$ cat src/rtl/display_scheduler.sv
`default_nettype none
// display_scheduler: round-robin time-sharing of a 7-segment display's number input.
// Each slot shows one source's captured value for DWELL_CYCLES clocks, then an optional blank gap follows.
module display_scheduler #(
  parameter int NUM_SRC      = 4,
  parameter int DWELL_CYCLES = 50000000,
  parameter int BLANK_CYCLES = 0
) (
  input  logic                   clk,
  input  logic                   rst,
  input  logic [NUM_SRC-1:0]     req,
  input  logic [16*NUM_SRC-1:0]  data,
  input  logic                   freeze,
  output logic [NUM_SRC-1:0]     grant,
  output logic                   done,
  output logic [15:0]            number,
  output logic                   number_valid
);

  localparam int CW = $clog2(DWELL_CYCLES + 1);
  localparam int GW = (BLANK_CYCLES > 0) ? $clog2(BLANK_CYCLES + 1) : 1;
  localparam int PW = $clog2(NUM_SRC);

  typedef enum logic [1:0] {
    IDLE = 2'd0,
    SHOW = 2'd1,
    GAP  = 2'd2
  } state_t;

  state_t              state, state_nxt;
  logic [CW-1:0]       cnt, cnt_nxt;
  logic [GW-1:0]       gcnt, gcnt_nxt;
  logic [PW-1:0]       ptr, ptr_nxt;
  logic [NUM_SRC-1:0]  grant_nxt;
  logic [15:0]         number_nxt;
  logic                valid_nxt;

  logic [NUM_SRC-1:0]  cand;
  logic [NUM_SRC-1:0]  win_onehot;
  logic [PW-1:0]       win;
  logic [PW:0]         idx;
  logic                found;
  logic                take;

  assign done = (state == SHOW) && (cnt == CW'(DWELL_CYCLES - 1)) && !freeze;

  // Back-to-back slots exclude the finishing owner for the handover edge only.
  always_comb begin
    cand       = (state == SHOW && BLANK_CYCLES == 0) ? (req & ~grant) : req;
    found      = 1'b0;
    win        = '0;
    idx        = '0;
    for (int k = 0; k < NUM_SRC; k++) begin
      idx = {1'b0, ptr} + (PW+1)'(k);
      if (idx >= (PW+1)'(NUM_SRC)) begin
        idx = idx - (PW+1)'(NUM_SRC);
      end
      if (!found && cand[idx[PW-1:0]]) begin
        found = 1'b1;
        win   = idx[PW-1:0];
      end
    end
    win_onehot      = '0;
    win_onehot[win] = 1'b1;
  end

  always_comb begin
    state_nxt  = state;
    cnt_nxt    = cnt;
    gcnt_nxt   = gcnt;
    ptr_nxt    = ptr;
    grant_nxt  = grant;
    number_nxt = number;
    valid_nxt  = number_valid;
    take       = 1'b0;
    case (state)
      IDLE: take = found;
      SHOW: begin
        if (done) begin
          cnt_nxt = '0;
          if (BLANK_CYCLES > 0) begin
            state_nxt = GAP;
            grant_nxt = '0;
            valid_nxt = 1'b0;
            gcnt_nxt  = '0;
          end else if (found) begin
            take = 1'b1;
          end else begin
            state_nxt = IDLE;
            grant_nxt = '0;
            valid_nxt = 1'b0;
          end
        end else if (!freeze) begin
          cnt_nxt = cnt + CW'(1);
        end
      end
      GAP: begin
        if (gcnt == GW'(BLANK_CYCLES - 1)) begin
          if (found) take = 1'b1;
          else state_nxt = IDLE;
        end else begin
          gcnt_nxt = gcnt + GW'(1);
        end
      end
      default: state_nxt = IDLE;
    endcase
    if (take) begin
      state_nxt  = SHOW;
      grant_nxt  = win_onehot;
      number_nxt = data[16*win +: 16];
      valid_nxt  = 1'b1;
      cnt_nxt    = '0;
      ptr_nxt    = (win == PW'(NUM_SRC - 1)) ? '0 : win + PW'(1);
    end
  end

  always_ff @(posedge clk) begin
    if (rst) begin
      state        <= IDLE;
      cnt          <= '0;
      gcnt         <= '0;
      ptr          <= '0;
      grant        <= '0;
      number       <= 16'h0000;
      number_valid <= 1'b0;
    end else begin
      state        <= state_nxt;
      cnt          <= cnt_nxt;
      gcnt         <= gcnt_nxt;
      ptr          <= ptr_nxt;
      grant        <= grant_nxt;
      number       <= number_nxt;
      number_valid <= valid_nxt;
    end
  end

endmodule
`default_nettype wire

$ cat config.mk
export PLATFORM = sky130hd
export DESIGN_NAME = display_scheduler
export DESIGN_NICKNAME = d
export VERILOG_FILES = /design/src/rtl/display_scheduler.sv
export SDC_FILE = /design/constraint.sdc
export NUM_CORES = 1
export LEC_CHECK = 0
export BUFFER_PORTS_ARGS = -buffer_cell sky130_fd_sc_hd__buf_2
export CAP_MARGIN = 20
export CELL_PAD_IN_SITES_DETAIL_PLACEMENT = 2
export CELL_PAD_IN_SITES_GLOBAL_PLACEMENT = 2
export CORE_AREA = 2 2 102 104
export DETAILED_ROUTE_END_ITERATION = 7
export DIE_AREA = 0 0 104 106
export PLACE_DENSITY = 0.78
export SKIP_LAST_GASP = 1
export SLEW_MARGIN = 20
export SYNTH_ARGS = -nofsm -noshare
export SYNTH_HDL_FRONTEND = slang
export SYNTH_SLANG_ARGS = --single-unit
$ cat constraint.sdc
create_clock -name clk -period 2 [get_ports clk]
set_input_delay 0.1 -clock clk [delete_from_list [all_inputs] [get_ports clk]]
set_output_delay 0.1 -clock clk [all_outputs]
set_load 0.05 [all_outputs]
==> Word-level counts from Yosys, hierarchy flattened <==
Index checks and enable logic that the tools add are counted.
{ "totals": {"in_bits": 71, "word_cells": 105, "output_inout_bits": 22, "ff_bits": 52} }
{ "classes": {"reduce_logical": 18, "n_lt_le_gt_ge": 10, "muxes": 44, "shift": 1, "bitwise_logic": 3, "eq_ne": 11, "addsub": 10} }
{ "op_table": {"columns": ["cell", "n"], "rows": [
  ["$shiftx 64x7->16", 1],
  ["$mux 26", 2],
  ["$add 26x1->26 const B", 1],
  ["$eq 26x26->1 const B", 1],
  ["$mux 2", 12],
  ["$mux 4", 5],
  ["$mux 1", 18],
  ["$lt 2x3->1 const B", 5],
  ["$ge 3x3->1 const B", 3],
  ["$reduce_and 3->1", 3],
  ["$bmux 1 s2", 4],
  ["$sub 2x1->2 const B", 4],
  ["$add 2x2->3 const B", 2],
  ["$logic_and 1x1->1", 6],
  ["$ne 2x2->1 const B", 3],
  ["$ne 3x3->1 const B", 2],
  ["$pmux 2 s3", 1],
  ["$and 4x4->4", 1],
  ["$eq 2x2->1 const B", 2],
  ["$logic_not 1->1", 4],
  ["$ne 2x1->1 const B", 2],
  ["$not 4->4", 1],
  ["$reduce_bool 2->1", 2],
  ["$add 2x1->3 const B", 1],
  ["other kinds (11)", 11]
]} }

==> Depth between registers and ports, before layout <==
{ "logic_depth": {"word_depth": 20, "ltp_mapped": 9, "mapped_depth_nobuf": 7} }

==> Worst setup path before layout <==
Ideal clock, no wire load.
{ "synth_path": {"kind": "register to register", "startpoint": "register grant[1]", "endpoint": "register number[0]", "t_required_ps": 1883, "path_buffers": 1, "setup_slack_ps": -517, "arrival_ps": 2400, "synth_period_minus_slack_ps": 2517, "setup_ps": 117, "path_stages_with_launch": 7, "cell_sequence": "dfxtp_1 a21boi_0 or3_4 o211ai_4 buf_6 mux4_2 a22o_1"} }
{ "synth_between": {"elab_chain_len": 18, "elab_cells_between_ends": 30, "cone_classes": "shift: 1; mux: 21; bitwise: 2; reduce/logical: 6"} }
{ "synth_lines": {"columns": ["item", "line", "text"], "rows": [
  ["from (decl)", "14", "output logic [NUM_SRC-1:0] grant,"],
  ["from (signal assigned)", "131", "grant <= grant_nxt;"],
  ["$not 4->4 (*)", "49", "cand = (state == SHOW && BLANK_CYCLES == 0) ? (req & ~grant) : req;"],
  ["$and 4x4->4 (*)", "49", null],
  ["$mux 4 (*)", "49", null],
  ["parallel branches: the longest is 15 deep, another holds $bmux 1 s2", null, null],
  ["to (signal assigned)", "132", "number <= number_nxt;"],
  ["to (decl)", "16", "output logic [15:0] number,"]
]} }
Mark *: on every way between the ends. The select of a mux whose other input is x is not followed.
A chain may end at the register's enable or synchronous reset.

==> Worst setup path after layout <==
{ "layout_path": {"startpoint": "register state[0]", "endpoint": "register number[9]"} }
{ "layout_between": {"elab_chain_len": 17, "elab_cells_between_ends": 33, "cone_classes": "eq/ne: 2; shift: 1; mux: 21; reduce/logical: 9"} }
{ "layout_lines": {"columns": ["item", "line", "text"], "rows": [
  ["from (decl)", "30", "state_t state, state_nxt;"],
  ["from (signal assigned)", "127", "state <= state_nxt;"],
  ["parallel branches: the longest is 17 deep, another holds $mux 4", null, null]
]} }
Several ways; the timed one is not identified. The select of a mux whose other input is x is not followed.

==> out/qor.csv <==
stage,metric,value,unit
timing,minimum setup slack in the final design,-151,ps
detailed_routing,antenna-violating nets left,0,
worst_setup_path,"critical path fanouts, max",7,
clock_tree,total CTS buffers,5,
placement,final weighted congestion in routability-driven placement,0.804,
timing,fmax,0.465,GHz
timing,Final Setup Violations,17,
power,Lkg Pwr,1.65,nW
global_route,global-route usage over all layers,0.163,
detailed_routing,mean number of vias per cell,4.87,
global_route,initial antenna violation count,0,
run,max-capacitance violation count,0,
placement,Buffers on Ports,92,
run_status,violated checks,setup timing,
cells_and_area,share of layout cells above drive strength 1,0.471,
worst_setup_path,crit start category,flop,
timing,headroom to the max-slew limit,0.713,
clock_tree,Max Buffers Root-to-Sink,2,
logic_synthesis,Gate Count Post-Synth,253,
timing,final clock skew,4.01,ps
detailed_routing,Avg WL per Cell,17.8,um
detailed_routing,DRC violations left,0,
worst_setup_path,endpoint kind of the worst setup timing path,flop,
logic_synthesis,mean instance size in the synthesized netlist,10.8,um^2
cells_and_area,area growth from synthesis to final layout,40.3,%
cells_and_area,net total in the final layout,459,
worst_setup_path,CP Class,flop to flop,
clock_tree,clock input transition at the sequential cells of the worst setup and hold paths,100,ps
timing,final-layout setup total negative slack,-1890,ps
hold_path,classification of the worst-slack hold path,input pin to flop,
power,VDD IR max,0.270,mV
timing,actual slew at the worst max-slew pin,428,ps
logic_synthesis,net count of the mapped netlist,329,
power,Power Density,676,nW/um^2
clock_tree,H-tree lvl count,2,
run_status,status,"finished, violations left",
logic_synthesis,post-synthesis sequential area ratio,0.367,
floorplanning,Core Box Area,10000,um^2
floorplanning,DIE HEIGHT,106,um
logic_synthesis,Yosys top cell by area,dfxtp_1,
power,total power of the final layout,2.59,mW
logic_synthesis,post-synth design cell area,2730,um^2
floorplanning,die outline area,11000,um^2
global_route,vias in the first global route,2908,
worst_setup_path,arrival time at the worst endpoint,2350,ps
logic_synthesis,"top cells by count, synth","dfxtp_1 (50), nor2_1 (34), xor2_1 (18)",
placement,dpl cell area,3580,um^2
clock_tree,TritonCTS clock tree,yes,
logic_synthesis,count of flip-flops with a built-in enable after synthesis,0,
logic_synthesis,cells taking the most area after synthesis,"dfxtp_1 (37%), mux4_2 (8.3%), mux4_1 (5.8%)",
global_route,largest net degree at the start of global routing,25,
worst_setup_path,Worst Path Required,2200,ps
cells_and_area,fin area,3820,um^2
timing,final number of max-transition violations,0,
placement,estimated wirelength of the detail-placed design,6.93,mm
floorplanning,number of rows in the core area,37,
detailed_routing,overall routed net length,9.25,mm
floorplanning,Die Wd,104,um
clock_tree,CTS Sinks,50,
logic_synthesis,most common cell in the synthesized netlist,dfxtp_1,
cells_and_area,final core utilization,0.382,
worst_setup_path,Worst R2R Setup Slack,-150,ps
logic_synthesis,number of synthesized register bits,50,
logic_synthesis,post-synth top area share,0.367,
logic_synthesis,top_reg_cell synth,dfxtp_1,
timing,final critical path time including I/O delays and setup,2150,ps
detailed_routing,DRC marker count from the first detailed-route iteration,43,
logic_synthesis,count of distinct cell types in the synthesized netlist,56,
timing,final cycle utilization of the critical path,1.08,
logic_synthesis,Synth Warn #,0,
clock_tree,latest clock arrival within the worst-skew pair,300,ps
clock_tree,clk root buf,clkbuf_8,
global_route,wire length of the first global-routing pass,14.3,mm
detailed_routing,number of vias in the routed layout,2533,
floorplanning,I/O Pins,93,
cells_and_area,number of diodes,0,
logic_synthesis,async set-reset flop share out of synthesis,0,
floorplanning,starting density of the core,0.273,
timing,final hold violation count,0,
global_route,remaining global-route overflow,0,
cells_and_area,final-layout fill cell count,1151,
timing,RSZ-0062 raised after global routing,yes,
detailed_routing,length of the first detailed-routing pass in iterations,3,
==> through the flow <==
stage	setup WS, ps	hold slack [ps]	instances
after floorplan	-183	299	253
after global placement	-70.5	418	504
after detailed placement	-220	429	504
after CTS	-149	96.2	517
after global routing	-194	126	520
final	-151	119	520
==> final cells by class <==
class / count / area [um^2] / area share
inverters: 5 / 18.8 / 0.00491
multi-input cells: 188 / 1670 / 0.436
flip-flops and latches: 50 / 1010 / 0.265
clock inverters: 2 / 13.8 / 0.00360
clock buffers: 6 / 72.6 / 0.0190
well taps: 136 / 170 / 0.0445
repair buffers: 133 / 870 / 0.227
==> state kept, by name (all words and copies together) (netlist names) <==
signal        cells
cnt              26
grant             4
number           16
number_valid      1
ptr               2
state             1
==> cells by family (layout without fill, tap and decap cells) <==
family | count (synthesis) | in the layout | share of synthesized area
AO/OA/AOI/OAI | 46 | 46 | 0.158
AND/OR/NAND/NOR | 97 | 97 | 0.197
buffers and inverters | 15 | 146 | 0.0372
adder cells (fa/ha/maj) | 5 | 5 | 0.0230
multiplexers | 16 | 16 | 0.140
XOR/XNOR | 24 | 24 | 0.0771
flip-flops | 50 | 50 | 0.367
==> report_power, final <==
group | internal (mW) | switching [mW] | leakage [nW] | total [mW]
sequential | 1.05 | 0.0469 | 0.410 | 1.10
clock | 0.248 | 0.357 | 0.0452 | 0.605
combinational | 0.410 | 0.470 | 1.19 | 0.880
==> metal layers <==
metal  track usage  share of wire  vias to the layer above  wire, um
met5             0              0                        -         0
met4        0.0290          0.013                        0       119
met3        0.0368          0.041                       11       381
met2         0.320           0.54                       65      5000
met1         0.178           0.40                     1247      3740
li1              -              -                     1210         -
==> worst max-delay path: stages, from the launching register on <==
cell      delay [ps]
dfxtp_4          380
buf_6            130
a21boi_4         220
a21oi_2          110
o211ai_4         280
buf_6            200
mux4_2           520
a22o_1           220
==> placed cells by master, fill, tap and decap left out, drive strengths merged, types with 3 or more instances in the layout <==
cell / instances
nand3: 11
nor2: 34
nor3: 4
nand4: 8
a21oi: 7
xnor2: 6
mux4: 16
and2: 3
a22oi: 3
nor4: 4
a21boi: 6
nand2: 12
dfxtp: 50
and3: 7
a22o: 16
inv: 5
ha: 5
buf: 132
xor2: 18
a32o: 3
clkbuf: 7
o211ai: 3
==> path summary, 6_finish.rpt <==
| check | start | endpoint | depth (start not counted) |
|---|---|---|---|
| worst max-delay path | state[0] | number[9] | 7 |
| worst max register to register | state[0] | number[9] | 7 |
| worst min-delay path | rst | number_valid | 2 |
| worst min register to register | number[5] | number[5] | 1 |
==> what timing repair did <==
item,CTS,global route
pin swaps,3,12
endpoints found under the setup margin,48,48
gates resized for setup,10,7
setup buffers,5,2
hold endpoints to repair,0,0
hold buffers,0,0
cloned,0,1
Note: power is estimated with default switching activity, not from simulation.
